===== src/rtl/multi_cycle_ctrl.sv =====
// ---------------------------------------------------------------------------
// multi_cycle_ctrl
//   Multi-cycle control FSM for a MIPS-subset datapath. It steps each
//   instruction through IF / ID / EXE / MEM / WB and drives every datapath
//   write enable and mux select. Only the state register and the sticky halt
//   flag are stored. All other outputs are decoded combinationally from
//   (state, op, zero, halted), and the write enables are also gated by Reset.
//
// Configuration macro:
//   CTRL_MEM_WAIT_EN  when defined, adds the mem_ready input. MEM then holds
//                     until data memory reports completion. When undefined,
//                     MEM always lasts exactly one cycle.
//
// Ports:
//   clk        in   rising-edge clock
//   Reset      in   asynchronous, active-high reset
//   op[5:0]    in   opcode from IR (valid from ID onward)
//   zero       in   ALU zero flag (used in EXE_B)
//   mem_ready  in   data memory done (CTRL_MEM_WAIT_EN builds only)
//   state[2:0] out  current FSM state
//   PCWre, IRWre, RegWre, mRD, mWR        out  write / memory enables
//   ALUSrcA, ALUSrcB, DBDataSrc, WrRegDSrc,
//   ExtSel, RegDst[1:0], PCSrc[1:0]       out  datapath selects
//   ALUOp[2:0] out  ALU function
//   halted     out  sticky halt flag, cleared only by Reset
// ---------------------------------------------------------------------------
module multi_cycle_ctrl #(
  parameter int unsigned STATE_W = 3,
  parameter logic [5:0]  HALT_OP = 6'b111111
) (
  input  logic               clk,
  input  logic               Reset,
  input  logic [5:0]         op,
  input  logic               zero,
`ifdef CTRL_MEM_WAIT_EN
  input  logic               mem_ready,
`endif
  output logic [STATE_W-1:0] state,
  output logic               PCWre,
  output logic               IRWre,
  output logic               RegWre,
  output logic               mRD,
  output logic               mWR,
  output logic               ALUSrcA,
  output logic               ALUSrcB,
  output logic               DBDataSrc,
  output logic               WrRegDSrc,
  output logic               ExtSel,
  output logic [1:0]         RegDst,
  output logic [1:0]         PCSrc,
  output logic [2:0]         ALUOp,
  output logic               halted
);

  localparam logic [5:0] OP_ADD  = 6'b000000;
  localparam logic [5:0] OP_SUB  = 6'b000001;
  localparam logic [5:0] OP_ADDI = 6'b000010;
  localparam logic [5:0] OP_OR   = 6'b010000;
  localparam logic [5:0] OP_AND  = 6'b010001;
  localparam logic [5:0] OP_ORI  = 6'b010010;
  localparam logic [5:0] OP_SLT  = 6'b100110;
  localparam logic [5:0] OP_SW   = 6'b110000;
  localparam logic [5:0] OP_LW   = 6'b110001;
  localparam logic [5:0] OP_BEQ  = 6'b110100;
  localparam logic [5:0] OP_BNE  = 6'b110101;
  localparam logic [5:0] OP_J    = 6'b111000;
  localparam logic [5:0] OP_JR   = 6'b111001;
  localparam logic [5:0] OP_JAL  = 6'b111010;

  localparam logic [2:0] ALU_ADD = 3'b000;
  localparam logic [2:0] ALU_SUB = 3'b001;
  localparam logic [2:0] ALU_OR  = 3'b010;
  localparam logic [2:0] ALU_AND = 3'b011;
  localparam logic [2:0] ALU_SLT = 3'b100;

  localparam logic [1:0] PC_NEXT   = 2'b00;
  localparam logic [1:0] PC_BRANCH = 2'b01;
  localparam logic [1:0] PC_RS     = 2'b10;
  localparam logic [1:0] PC_JUMP   = 2'b11;

  localparam logic [1:0] DST_RA = 2'b00;
  localparam logic [1:0] DST_RT = 2'b01;
  localparam logic [1:0] DST_RD = 2'b10;

  // The encoding is fixed because the state code is visible on the port.
  typedef enum logic [STATE_W-1:0] {
    S_IF    = 3'b000,
    S_ID    = 3'b001,
    S_EXE_A = 3'b110,
    S_EXE_B = 3'b101,
    S_EXE_M = 3'b010,
    S_MEM   = 3'b011,
    S_WB_A  = 3'b111,
    S_WB_M  = 3'b100
  } state_t;

  state_t     state_q, state_d;
  logic       halted_q, halted_d;

  logic       is_r_type;
  logic       is_imm;
  logic       is_arith;
  logic [2:0] arith_aluop;
  logic       mem_done;

`ifdef CTRL_MEM_WAIT_EN
  assign mem_done = mem_ready;
`else
  assign mem_done = 1'b1;
`endif

  // Opcode class decode shared by the ID dispatch and the arithmetic states.
  assign is_r_type = op inside {OP_ADD, OP_SUB, OP_OR, OP_AND, OP_SLT};
  assign is_imm    = op inside {OP_ADDI, OP_ORI};
  assign is_arith  = is_r_type | is_imm;

  always_comb begin
    case (op)
      OP_SUB:         arith_aluop = ALU_SUB;
      OP_OR, OP_ORI:  arith_aluop = ALU_OR;
      OP_AND:         arith_aluop = ALU_AND;
      OP_SLT:         arith_aluop = ALU_SLT;
      default:        arith_aluop = ALU_ADD;
    endcase
  end

  // NOTE: sequential state uses non-blocking assignments so every flop
  // samples pre-edge values and simulation order cannot change the result.
  always_ff @(posedge clk or posedge Reset) begin
    if (Reset) begin
      state_q  <= S_IF;
      halted_q <= 1'b0;
    end else begin
      state_q  <= state_d;
      halted_q <= halted_d;
    end
  end

  always_comb begin
    // NOTE: every output and next-state value gets a default first, so no
    // path through the case statement can leave a value unassigned. This
    // prevents latch inference and gives don't-care outputs a value of 0.
    state_d   = state_q;
    halted_d  = halted_q;
    PCWre     = 1'b0;
    IRWre     = 1'b0;
    RegWre    = 1'b0;
    mRD       = 1'b0;
    mWR       = 1'b0;
    ALUSrcA   = 1'b0;
    ALUSrcB   = 1'b0;
    DBDataSrc = 1'b0;
    WrRegDSrc = 1'b0;
    ExtSel    = 1'b0;
    RegDst    = DST_RA;
    PCSrc     = PC_NEXT;
    ALUOp     = ALU_ADD;

    case (state_q)
      S_IF: begin
        // When halted, the FSM stays in IF with IRWre low, so the machine
        // is frozen.
        if (!halted_q) begin
          IRWre   = 1'b1;
          state_d = S_ID;
        end
      end

      S_ID: begin
        if (op == HALT_OP) begin
          halted_d = 1'b1;
          state_d  = S_IF;
        end else if (is_arith) begin
          state_d = S_EXE_A;
        end else begin
          case (op)
            OP_BEQ, OP_BNE: state_d = S_EXE_B;
            OP_LW, OP_SW:   state_d = S_EXE_M;
            OP_J: begin
              PCWre   = 1'b1;
              PCSrc   = PC_JUMP;
              state_d = S_IF;
            end
            OP_JR: begin
              PCWre   = 1'b1;
              PCSrc   = PC_RS;
              state_d = S_IF;
            end
            OP_JAL: begin
              // The link write ($31 <= PC+4) happens in the same cycle as
              // the jump.
              PCWre     = 1'b1;
              PCSrc     = PC_JUMP;
              RegWre    = 1'b1;
              RegDst    = DST_RA;
              WrRegDSrc = 1'b0;
              state_d   = S_IF;
            end
            default: begin
              // An unknown opcode executes as a NOP and just advances the PC.
              PCWre   = 1'b1;
              PCSrc   = PC_NEXT;
              state_d = S_IF;
            end
          endcase
        end
      end

      S_EXE_A, S_WB_A: begin
        // Arithmetic selects stay stable for both cycles, so the ALU
        // result is still valid when the register file writes it.
        ALUOp     = arith_aluop;
        ALUSrcB   = is_imm;
        ExtSel    = (op != OP_ORI);
        RegDst    = is_imm ? DST_RT : DST_RD;
        WrRegDSrc = 1'b1;
        if (state_q == S_EXE_A) begin
          state_d = S_WB_A;
        end else begin
          RegWre  = 1'b1;
          PCWre   = 1'b1;
          state_d = S_IF;
        end
      end

      S_EXE_B: begin
        ALUOp = ALU_SUB;
        PCWre = 1'b1;
        if (((op == OP_BEQ) && zero) || ((op == OP_BNE) && !zero)) begin
          PCSrc = PC_BRANCH;
        end
        state_d = S_IF;
      end

      S_EXE_M: begin
        ALUOp   = ALU_ADD;
        ALUSrcB = 1'b1;
        ExtSel  = 1'b1;
        state_d = S_MEM;
      end

      S_MEM: begin
        // The memory strobe stays asserted while waiting. PC and register
        // writes wait until the access completes.
        if (op == OP_LW) begin
          mRD = 1'b1;
          if (mem_done) state_d = S_WB_M;
        end else begin
          mWR = 1'b1;
          if (mem_done) begin
            PCWre   = 1'b1;
            state_d = S_IF;
          end
        end
      end

      S_WB_M: begin
        RegWre    = 1'b1;
        RegDst    = DST_RT;
        DBDataSrc = 1'b1;
        WrRegDSrc = 1'b1;
        PCWre     = 1'b1;
        state_d   = S_IF;
      end

      default: state_d = S_IF;
    endcase

    // Reset aborts immediately. No enable may pulse during the cycle in
    // which Reset rises.
    if (Reset) begin
      PCWre  = 1'b0;
      IRWre  = 1'b0;
      RegWre = 1'b0;
      mRD    = 1'b0;
      mWR    = 1'b0;
    end
  end

  assign state  = state_q;
  assign halted = halted_q;

endmodule


===== config.mk =====
export PLATFORM = sky130hd
export DESIGN_NAME = multi_cycle_ctrl
export DESIGN_NICKNAME = d
export VERILOG_FILES = /design/src/rtl/multi_cycle_ctrl.sv
export SDC_FILE = /design/constraint.sdc
export NUM_CORES = 1
export LEC_CHECK = 0
export CAP_MARGIN = 20
export CORE_MARGIN = 1.5
export CORE_UTILIZATION = 37
export CTS_CLUSTER_DIAMETER = 80
export CTS_CLUSTER_SIZE = 16
export DETAILED_ROUTE_END_ITERATION = 10
export GPL_ROUTABILITY_DRIVEN = 0
export PLACE_DENSITY = 0.78
export SETUP_SLACK_MARGIN = 0.5
export SLEW_MARGIN = 20
export SYNTH_ARGS = -nofsm -noshare
export SYNTH_HDL_FRONTEND = slang
export SYNTH_SLANG_ARGS = --single-unit

===== constraint.sdc =====
create_clock -name clk -period 1.67 [get_ports clk]
set_input_delay 0.167 -clock clk [delete_from_list [all_inputs] [get_ports clk]]
set_output_delay 0.167 -clock clk [all_outputs]
set_load 0.05 [all_outputs]

==> reports/metrics.cfg, run 1 <==
[floorplan]
ios=30
initial_utilization_pct=40.6
rows=13
dieHeight_um=41.0
fp.dieW_um=41.0

[status]
error_line=[ERROR DPL-0033] detailed placement checks failed during check placement.
status=aborted with a tool error
haltStage=3_5_place_dp

[synthesis]
netlist_top_cells_area=dfrtp_1 (19%), nor2b_1 (5.8%), nor2_1 (5.6%)
synth-warning-count=0
ys_seq_elements=4
synth.distinct_cells=37
synthesis.area_um2=536
synthArstFlopShare_pct=100
yosys.cell_count.top_type=nor2_1
yosysTopAreaCellShare_pct=18.7
synth_fp_nets=83
synth_cells=74
synth_common_cells=nor2_1 (8), a21oi_1 (5), nand2_1 (5), nor2b_1 (5)
synth_edf_count=0
ys.flop_type=dfrtp_1
avgSynthCellArea_um2=7.24
ys_seq_area_share_pct=18.7
yosysTopAreaCell=dfrtp_1

[placed_design]
portBuffers=28
dp_hpwl_mm=2.15

cells by family after synthesis:
family / synth area share, %
AND/OR/NAND/NOR: 45.8
flip-flops: 18.7
other: 0.700
AO/OA/AOI/OAI: 26.2
buffers and inverters: 7.01
XOR/XNOR: 1.64
metrics by stage:
| stage | setup WS, ns | setup TNS, ns | area (um2) |
|---|---|---|---|
| floorplan | 0.0258 | 0 | 734 |
| global placement | -0.223 | -0.580 | 1280 |
==> run 2, diff against run 1 <==
==> config.mk (replaced) <==
export PLATFORM = sky130hd
export DESIGN_NAME = multi_cycle_ctrl
export DESIGN_NICKNAME = d
export VERILOG_FILES = /design/src/rtl/multi_cycle_ctrl.sv
export SDC_FILE = /design/constraint.sdc
export NUM_CORES = 1
export LEC_CHECK = 0
export CAP_MARGIN = 20
export CORE_AREA = 2 2 63 65
export DETAILED_ROUTE_END_ITERATION = 10
export DIE_AREA = 0 0 65 67
export GPL_ROUTABILITY_DRIVEN = 0
export PLACE_DENSITY_LB_ADDON = 0.15
export SLEW_MARGIN = 20
export SYNTH_ARGS = -nofsm -noshare
export SYNTH_HDL_FRONTEND = slang
export SYNTH_SLANG_ARGS = --single-unit
==> run 2 against run 1 <==
Effect of this change: the run now ends clean; synthesized area is the same; synthesized cell count unchanged.
==> reports/metrics.cfg, run 2 <==
[route]
wire_per_inst_um=12.3
vias_per_cell=4.34
vias=737
dr.first_iter.drc_count=9
drtPass1Iterations=3
drtAntennaViolNets=0
drc=0
drt_wl_total_mm=2.10

[floorplan]
initial_utilization_pct=14.9  ; -26 points
dieHeight_um=67  ; +63%
core_um2=3610
dieArea_um2=4360
ios=30  ; unchanged
fp.dieW_um=65  ; +58%
rows=22  ; +9

[synthesis]
ys.flop_type=dfrtp_1
yosys.cell_count.top_type=nor2_1
synth.distinct_cells=37  ; unchanged
synth_common_cells=nor2_1 (8), a21oi_1 (5), nand2_1 (5), nor2b_1 (5)
netlist_top_cells_area=dfrtp_1 (19%), nor2b_1 (5.8%), nor2_1 (5.6%)
synthArstFlopShare_pct=100  ; unchanged
ys_seq_elements=4  ; unchanged
synth_fp_nets=83  ; unchanged
synth_cells=74  ; unchanged
synth-warning-count=0  ; unchanged
ys_seq_area_share_pct=18.7  ; unchanged
synth_edf_count=0  ; unchanged
synthesis.area_um2=536  ; unchanged
yosysTopAreaCell=dfrtp_1
avgSynthCellArea_um2=7.24  ; unchanged
yosysTopAreaCellShare_pct=18.7  ; unchanged

[sta]
finalMaxSlewViolations=0
period_share_pct=96.5
setup_violations=0
period_needed_ns=1.61
fin_ws_ns=0.0578
grt_setup_unrepaired=false
hold_viol=0
fmax_mhz=620
holdWs_ns=0.322
fin_skew_ns=0.000574

[global_route]
grtUsageMet1_pct=10.8
antenna_found_initial=0
grt_usage_pct=9.83
grt_busiest_layer=met2
grt_pass1_wl_mm=3.29
grt_pass1_vias=769
grt_max_degree=18
use_met3_pct=3.21
gr-usage-met2_pct=18.6
globalRouteOverflowTotal=0

[power]
power_uw=410
power.density_nw_per_um2=304
p_leak_nw=0.547
peakVddDrop_mv=0.277

[setup_path]
worstSetupPathType=flip-flop to primary output
cp.required_ns=1.50
critPathCaptureType=primary output
cp_slowest_cell=dfrtp_2
r2r_end=state[0]
critPathMaxFanout=13
reg2regPathDepth=4
crit_path_start_kind=flip-flop
reg2reg_from=state[1]
cp_data_arrival_time_ns=1.45
rrSetupSlack_ns=0.36
slowest_delay_ns=0.50
path_cells=nand4b_1 -> o22ai_4 -> buf_12

[finish]
final_nets=132
final_cell_mix=buf_4 (23), buf_12 (16), nand2_1 (5), dlygate4sd2_1 (5)
design_area_um2=1350
final_util_pct=37.3
drive_gt1_share_pct=63.9
area_growth_pct=151
final_common_cell=buf_4
antenna_cells=0
largest_reg_flops=3

[placed_design]
dp_hpwl_mm=1.66  ; -22%
placed_area_um2=1230
portBuffers=28  ; unchanged
pre_cts_ws_ns=-0.357

[worst_hold_path]
min_path_type=input port to asynchronous set/reset pin

[clock_tree]
clkSinkCount=4
clk_latency_ns=0.22
clock_path_buffers=2
htree_levels=1
cts_tree=done
cts_buffers=3
clkTransAtPathRegs_ns=0.03
ctsRootBufferMaster=clkbuf_8

[status]
status=complete, no violations

[flow_run]
cap_violations=0

==> run 2: cell counts after synthesis <==
Identical to the previous run, type by type.
==> run 2: critical path: cells and delay by family, from the launching register on <==
family / cells / cell delay [ns]
compound gates: 1 / 0.25
buf+inv: 1 / 0.16
flops: 1 / 0.50
simple gates: 1 / 0.31
==> run 2: where the power goes <==
| group | leakage (nW) | total, mW | switching (mW) | internal [mW] |
|---|---|---|---|---|
| Sequential | 0.0457 | 0.0975 | 0 | 0.0975 |
| Combinational | 0.479 | 0.0938 | 0.0477 | 0.0461 |
| Clock | 0.0228 | 0.218 | 0.0548 | 0.163 |
==> run 2: timing repair <==
action | 4_1_cts | 5_1_grt
hold buffers | 0 | 0
pin swaps | 4 | 4
setup endpoints to repair | 10 | 5
gates resized for setup | 10 | 12
setup buffers | 4 | 0
==> run 2: cell families (layout without fill, tap and decap cells) <==
family                    Yosys count  after routing  share of synthesized area [%]
AOI/OAI and AO/OA                  19             19                           26.2
other                               1              1                          0.700
xor gates and xnor gates            1              1                           1.64
DFF                                 4              4                           18.7
and+or+nand+nor                    41             41                           45.8
buffers and inverters               8             56                           7.01
==> run 2: metal layers <==
layer	part of all wire [%]	wire length, um	vias up
met4	0	0	0
met2	52	1090	21
met5	0	0	-
li1	-	-	368
met1	42	891	348
met3	5.3	112	0
==> run 2: per-stage QoR <==
stage | instances | setup TNS, ns
6_report | 170 | 0
5_1_grt | 170 | 0
4_1_cts | 170 | 0
3_5_place_dp | 162 | -0.884
3_3_place_gp | 162 | -0.744
2_1_floorplan | 74 | -0.255
==> run 2: worst max-delay path by stage <==
stage / startpoint / end / slack [ns]
after floorplan: state[2] / mRD / -0.07
after global placement: op[4] / PCWre / -0.32
after global routing: state[1] / PCSrc[0] / 0.01
after detailed placement: op[4] / PCWre / -0.36
final: state[1] / PCSrc[0] / 0.06
after CTS: state[0] / RegWre / 0.002
==> run 2: final cells by class <==
type / count / area (um2)
clock buffers: 4 / 45.0
fillers: 376 / 2260
inverters: 2 / 7.51
multi-input cells: 62 / 534
flip-flops and latches: 4 / 104
well taps: 48 / 60.1
repair buffers: 50 / 596
Note: power is estimated with default switching activity, not from simulation.
